## src/rtl/key_ctrl_pkg.sv

```systemverilog
// Shared types and defaults for the key-load controller.
// KEY_PARITY_EN adds the PARITY state to the FSM encoding.
package key_ctrl_pkg;

   localparam int unsigned KEY_W_DEFAULT = 16;

`ifdef KEY_PARITY_EN
   typedef enum logic [1:0] {
      IDLE   = 2'd0,
      SHIFT  = 2'd1,
      READY  = 2'd2,
      PARITY = 2'd3
   } key_state_e;
`else
   typedef enum logic [1:0] {
      IDLE   = 2'd0,
      SHIFT  = 2'd1,
      READY  = 2'd2
   } key_state_e;
`endif

endpackage

```

## src/rtl/key_shift_reg.sv

```systemverilog
// LSB-first shadow register with a saturating bit counter.
// KEY_PARITY_EN exposes the even-parity reduction of the shadow.
module key_shift_reg
   import key_ctrl_pkg::*;
#(
   parameter int unsigned KEY_W = KEY_W_DEFAULT
) (
   input  logic             clk,
   input  logic             rst,
   input  logic             clr,
   input  logic             shift_en,
   input  logic             sdi,
   output logic [KEY_W-1:0] shadow,
   output logic             last_c
`ifdef KEY_PARITY_EN
   ,
   output logic             parity_c
`endif
);

   localparam int unsigned CNT_W = $clog2(KEY_W + 1);

   logic [CNT_W-1:0] count;

   // Counter stops at KEY_W so a stray enable can never wrap it.
   always_ff @(posedge clk) begin
      if (rst || clr) begin
         shadow <= '0;
         count  <= '0;
      end else if (shift_en && (count != CNT_W'(KEY_W))) begin
         for (int unsigned i = 0; i < KEY_W; i++) begin
            if (count == CNT_W'(i)) begin
               shadow[i] <= sdi;
            end
         end
         count <= count + CNT_W'(1);
      end
   end

   assign last_c = (count == CNT_W'(KEY_W - 1));

`ifdef KEY_PARITY_EN
   assign parity_c = ^shadow;
`endif

endmodule

```

## src/rtl/key_load_ctrl.sv

```systemverilog
// Serial key loader for a logic-locked netlist: shift, (optionally check parity), commit.
// Define KEY_PARITY_EN to require an even-parity bit after the last key bit.
module key_load_ctrl
   import key_ctrl_pkg::*;
#(
   parameter int unsigned     KEY_W     = KEY_W_DEFAULT,
   parameter logic [KEY_W-1:0] RESET_KEY = '0
) (
   input  logic             clk,
   input  logic             rst,
   input  logic             start,
   input  logic             sdi,
   input  logic             sdi_valid,
   input  logic             commit,
   input  logic             abort,
   output logic [KEY_W-1:0] key_out,
   output logic             key_applied,
   output logic             busy,
   output logic             err
);

   key_state_e       state;
   logic [KEY_W-1:0] shadow;
   logic             last_c;
   logic             clr;
   logic             shift_en;
`ifdef KEY_PARITY_EN
   logic             parity_c;
`endif

   assign clr      = (state == IDLE) && start;
   assign shift_en = (state == SHIFT) && sdi_valid && !abort;

   key_shift_reg #(
      .KEY_W (KEY_W)
   ) u_shift (
      .clk      (clk),
      .rst      (rst),
      .clr      (clr),
      .shift_en (shift_en),
      .sdi      (sdi),
      .shadow   (shadow),
      .last_c   (last_c)
`ifdef KEY_PARITY_EN
      ,
      .parity_c (parity_c)
`endif
   );

   // busy tracks the next state so it is a clean register equal to state != IDLE.
   always_ff @(posedge clk) begin
      if (rst) begin
         state       <= IDLE;
         busy        <= 1'b0;
         err         <= 1'b0;
         key_out     <= RESET_KEY;
         key_applied <= 1'b0;
      end else begin
         err <= (start && (state != IDLE)) || (commit && (state != READY));
         case (state)
            IDLE: begin
               if (start) begin
                  state <= SHIFT;
                  busy  <= 1'b1;
               end
            end
            SHIFT: begin
               if (abort) begin
                  state <= IDLE;
                  busy  <= 1'b0;
               end else if (sdi_valid && last_c) begin
`ifdef KEY_PARITY_EN
                  state <= PARITY;
`else
                  state <= READY;
`endif
               end
            end
`ifdef KEY_PARITY_EN
            PARITY: begin
               if (abort) begin
                  state <= IDLE;
                  busy  <= 1'b0;
               end else if (sdi_valid) begin
                  if (sdi == parity_c) begin
                     state <= READY;
                  end else begin
                     state <= IDLE;
                     busy  <= 1'b0;
                     err   <= 1'b1;
                  end
               end
            end
`endif
            READY: begin
               // Abort outranks a simultaneous commit.
               if (abort) begin
                  state <= IDLE;
                  busy  <= 1'b0;
               end else if (commit) begin
                  key_out     <= shadow;
                  key_applied <= 1'b1;
                  state       <= IDLE;
                  busy        <= 1'b0;
               end
            end
            default: begin
               state <= IDLE;
               busy  <= 1'b0;
            end
         endcase
      end
   end

endmodule

```

## config.mk

```make
export PLATFORM = sky130hd
export DESIGN_NAME = key_load_ctrl
export DESIGN_NICKNAME = d
export VERILOG_FILES = /design/src/rtl/key_ctrl_pkg.sv /design/src/rtl/key_shift_reg.sv /design/src/rtl/key_load_ctrl.sv
export SDC_FILE = /design/constraint.sdc
export NUM_CORES = 1
export LEC_CHECK = 0
export CORE_MARGIN = 2
export CORE_UTILIZATION = 60
export CTS_BUF_LIST = sky130_fd_sc_hd__clkbuf_2 sky130_fd_sc_hd__clkbuf_4 sky130_fd_sc_hd__clkbuf_8
export DETAILED_ROUTE_END_ITERATION = 6
export PLACE_DENSITY = 0.84
export SETUP_SLACK_MARGIN = 0.4
export SLEW_MARGIN = 20
export SYNTH_ARGS = -nofsm -noshare
export SYNTH_HDL_FRONTEND = slang
export SYNTH_SLANG_ARGS = --single-unit
```

## constraint.sdc

```tcl
create_clock -name clk -period 2.1 [get_ports clk]
set_input_delay 0.315 -clock clk [delete_from_list [all_inputs] [get_ports clk]]
set_output_delay 0.315 -clock clk [all_outputs]
set_load 0.03 [all_outputs]
```

==> results.ini <==
[clocking]
numCtsBuffers = 5
hold_buf_cts = 0
number_of_levels_the_h_tree_was_split_into = 2
tritoncts = yes
max_root_sink_buffers = 2
insertion_delay_ns = 0.36
cts_root_buf = clkbuf_4
cts.sink_count = 42
clock_pin_transition_on_the_worst_setup_and_hold_timing_paths_ns = 0.11

[setup_path]
timing.critical_path.to_type = register
critPathKind = reg -> reg
worstPathMaxFanout = 5
timing.rr.start = u_shift.count[0]
critPathLaunch = u_shift.count[0]
critPathRequiredTime_ns = 2.38
critPathArrivalTime_ns = 1.93
crit_path_start_kind = register

[logic_synthesis]
synth-compound-area-share_pct = 7.84
syn_avg_cell_area_sq_um = 9.11
mappedNetlistArea_sq_mm = 0.00193
ys_types = 32
yosys.area_share.simple_pct = 32.1
synth_fa_ha_area_share_pct = 3.24
yosys_warnings = 0
muxShareOfSynthArea_pct = 8.81
synth-xor-area-share_pct = 0
synth_top_family_by_area = simple AND/OR/NAND/NOR gates
ys_seq_elements = 42
net_count_after_synthesis = 224
netlist_instances = 212
yosysSeqAreaShare_pct = 43.6

[routing]
detailedRoute.firstPassIterationCount = 4
remaining_drc_errors = 0
dr.first_iter.drc_count = 50
route.final.wire_length_um = 4070
viasPerCell = 5.67
vias = 1588
detail-route-antenna-nets = 0
drt_wl_cell_um = 14.5

[timing]
timing.clock.skew_ns = 0.0144
slew-limit-headroom_pct = 73.1
max_clk_rate_ghz = 0.605
setup_viol = 0
period_minus_slack_ns = 1.65
timing_worst_slew_pin_value_ns = 0.403
rsz_0062_raised_after_global_routing = yes
finalCritPeriodShare_pct = 78.7
slew_viol_final = 0
timing.setup.tns_ns = 0
hold_viol_final = 0

[global_route]
groute.usage.overall_pct = 24.9
globalRoute.totalOverflow = 0
grt_pass1_vias = 1512
maximum_number_of_pins_on_one_net_before_global_route_repair = 29
antenna_found_initial = 0
grt_pass1_wl_um = 6790

[cells_and_area]
syn_to_final_growth_pct = 19.3
layout_common_cells = nand2_1, dfxtp_1, a21oi_1
fillCellCount = 227
antenna_cells = 0
finalNetCount = 247
layout_commonest_cell = nand2_1
drive_gt1_share_pct = 10.2

[die]
fp.dieArea_sq_mm = 0.00369
core_region_area_sq_mm = 0.00305
floorplan.die.width_um = 60.7
initial_utilization_pct = 63.2
placementRows = 20
num_io_pins = 26
height_of_the_die_um = 60.7

[place]
port_buffers = 25
dp_hpwl_um = 2810
place_congestion = 0.817

[outcome]
run_status = complete, no violations

[power]
static-leakage-power_nw = 1.10
worst_ir_drop_vdd_uv = 557
power_density_mw_per_mm2 = 626
p_total_mw = 1.44

[min_path]
min-delay-start = key_out[3]
hp-class = reg -> reg

[flow_run]
drv.max_cap_violation_count = 0

==> stage by stage <==
step	instances	area [sq um]	worst slack [ns]	utilization, %	hold WS (ns)
floorplan	212	1930	0.660	-	0.432
global placement	272	2200	0.300	72.1	0.442
detailed placement	272	2200	0.221	72.1	0.445
CTS	280	2270	0.401	74.5	0.462
global route	280	2300	0.389	75.5	0.479
finish	280	2300	0.448	75.5	0.456
==> Yosys cell counts <==
| cell type | count | area share, % |
|---|---|---|
| nand2_1 | 44 | 8.6 |
| dfxtp_1 | 42 | 44 |
| a21oi_1 | 23 | 6.0 |
| mux2i_1 | 17 | 8.8 |
| nand3b_1 | 16 | 6.2 |
| and4bb_2 | 7 | 4.5 |
| nand3_1 | 7 | 1.8 |
| nor2_1 | 6 | 1.2 |
| buf_2 | 5 | 1.3 |
| clkbuf_1 | 5 | 0.97 |
| ha_1 | 5 | 3.2 |
| nor3_1 | 5 | 1.3 |
| inv_1 | 4 | 0.78 |
| o21ai_0 | 4 | 1.0 |
| buf_4 | 3 | 1.2 |
| and4b_1 | 2 | 1.0 |
| nor2b_1 | 2 | 0.65 |
| a211oi_1 | 1 | 0.39 |
| a221oi_1 | 1 | 0.45 |
| and3_1 | 1 | 0.32 |
| and4bb_1 | 1 | 0.65 |
| clkbuf_2 | 1 | 0.26 |
| nand2b_1 | 1 | 0.32 |
| nand3b_2 | 1 | 0.58 |
| nand4bb_1 | 1 | 0.58 |
| nand4bb_4 | 1 | 1.4 |
| nor3b_1 | 1 | 0.39 |
| nor4b_2 | 1 | 0.78 |
| or3_1 | 1 | 0.32 |
| or3b_1 | 1 | 0.45 |
| or4_1 | 1 | 0.39 |
| or4bb_1 | 1 | 0.58 |
==> critical path: stages, from the launching register on <==
cell and delay (ns):
dfxtp_1 0.42, inv_1 0.11, ha_1 0.24, and4bb_1 0.25, or4_1 0.41, a21oi_1 0.16
==> report_power, final <==
group	switching, mW	leakage (nW)	total (mW)	internal (mW)
clock	0.256	0.0463	0.535	0.279
sequential	0.00802	0.339	0.810	0.802
combinational	0.0532	0.709	0.0961	0.0429
total	0.318	1.10	1.44	1.12
==> layout make-up <==
type | instances | area (sq um) | share of cell area (%)
clock buffers | 7 | 52.6 | 2.28
clock inverters | 1 | 30.0 | 1.30
inverters | 4 | 15.0 | 0.652
multi-input cells | 152 | 1000 | 43.6
flip-flops and latches | 42 | 842 | 36.6
well taps | 44 | 55.1 | 2.39
repair buffers | 30 | 305 | 13.3
==> worst paths after layout <==
kind | end | slack [ns] | cells after the start
min | key_out[3] | 0.46 | 2
max reg2reg | u_shift.count[2] | 0.45 | 5
max | u_shift.count[2] | 0.45 | 5
min reg2reg | key_out[3] | 0.46 | 2
==> timing repair <==
item | in CTS | in global routing
cloned | 0 | 0
setup endpoints to repair | 8 | 12
resized for setup | 8 | 12
endpoints found under the hold margin | 0 | 0
buffers inserted | 0 | 0
==> routing by layer <==
| metal | vias up | global-route usage [%] | part of all wire [%] | routed length (um) |
|---|---|---|---|---|
| li1 | 786 | - | - | - |
| met1 | 752 | 32.0 | 44 | 1810 |
| met2 | 41 | 40.6 | 49 | 1980 |
| met3 | 9 | 5.33 | 5.1 | 209 |
| met4 | 0 | 10.2 | 2.0 | 80 |
| met5 | - | 0 | 0 | 0 |
==> state kept, by name (all words and copies together), names as in the netlist <==
| register | count |
|---|---|
| key_applied | 1 |
| key_out | 16 |
| u_shift.count | 5 |
| busy | 1 |
| err | 1 |
| u_shift.shadow | 16 |
| state | 2 |
==> cell families after synthesis <==
family,count (synthesis)
flops,42
compound gates,29
buf+inv,18
fa+ha+maj,5
mux,17
simple gates,101
No activity file was read; power rests on OpenSTA's default activity.
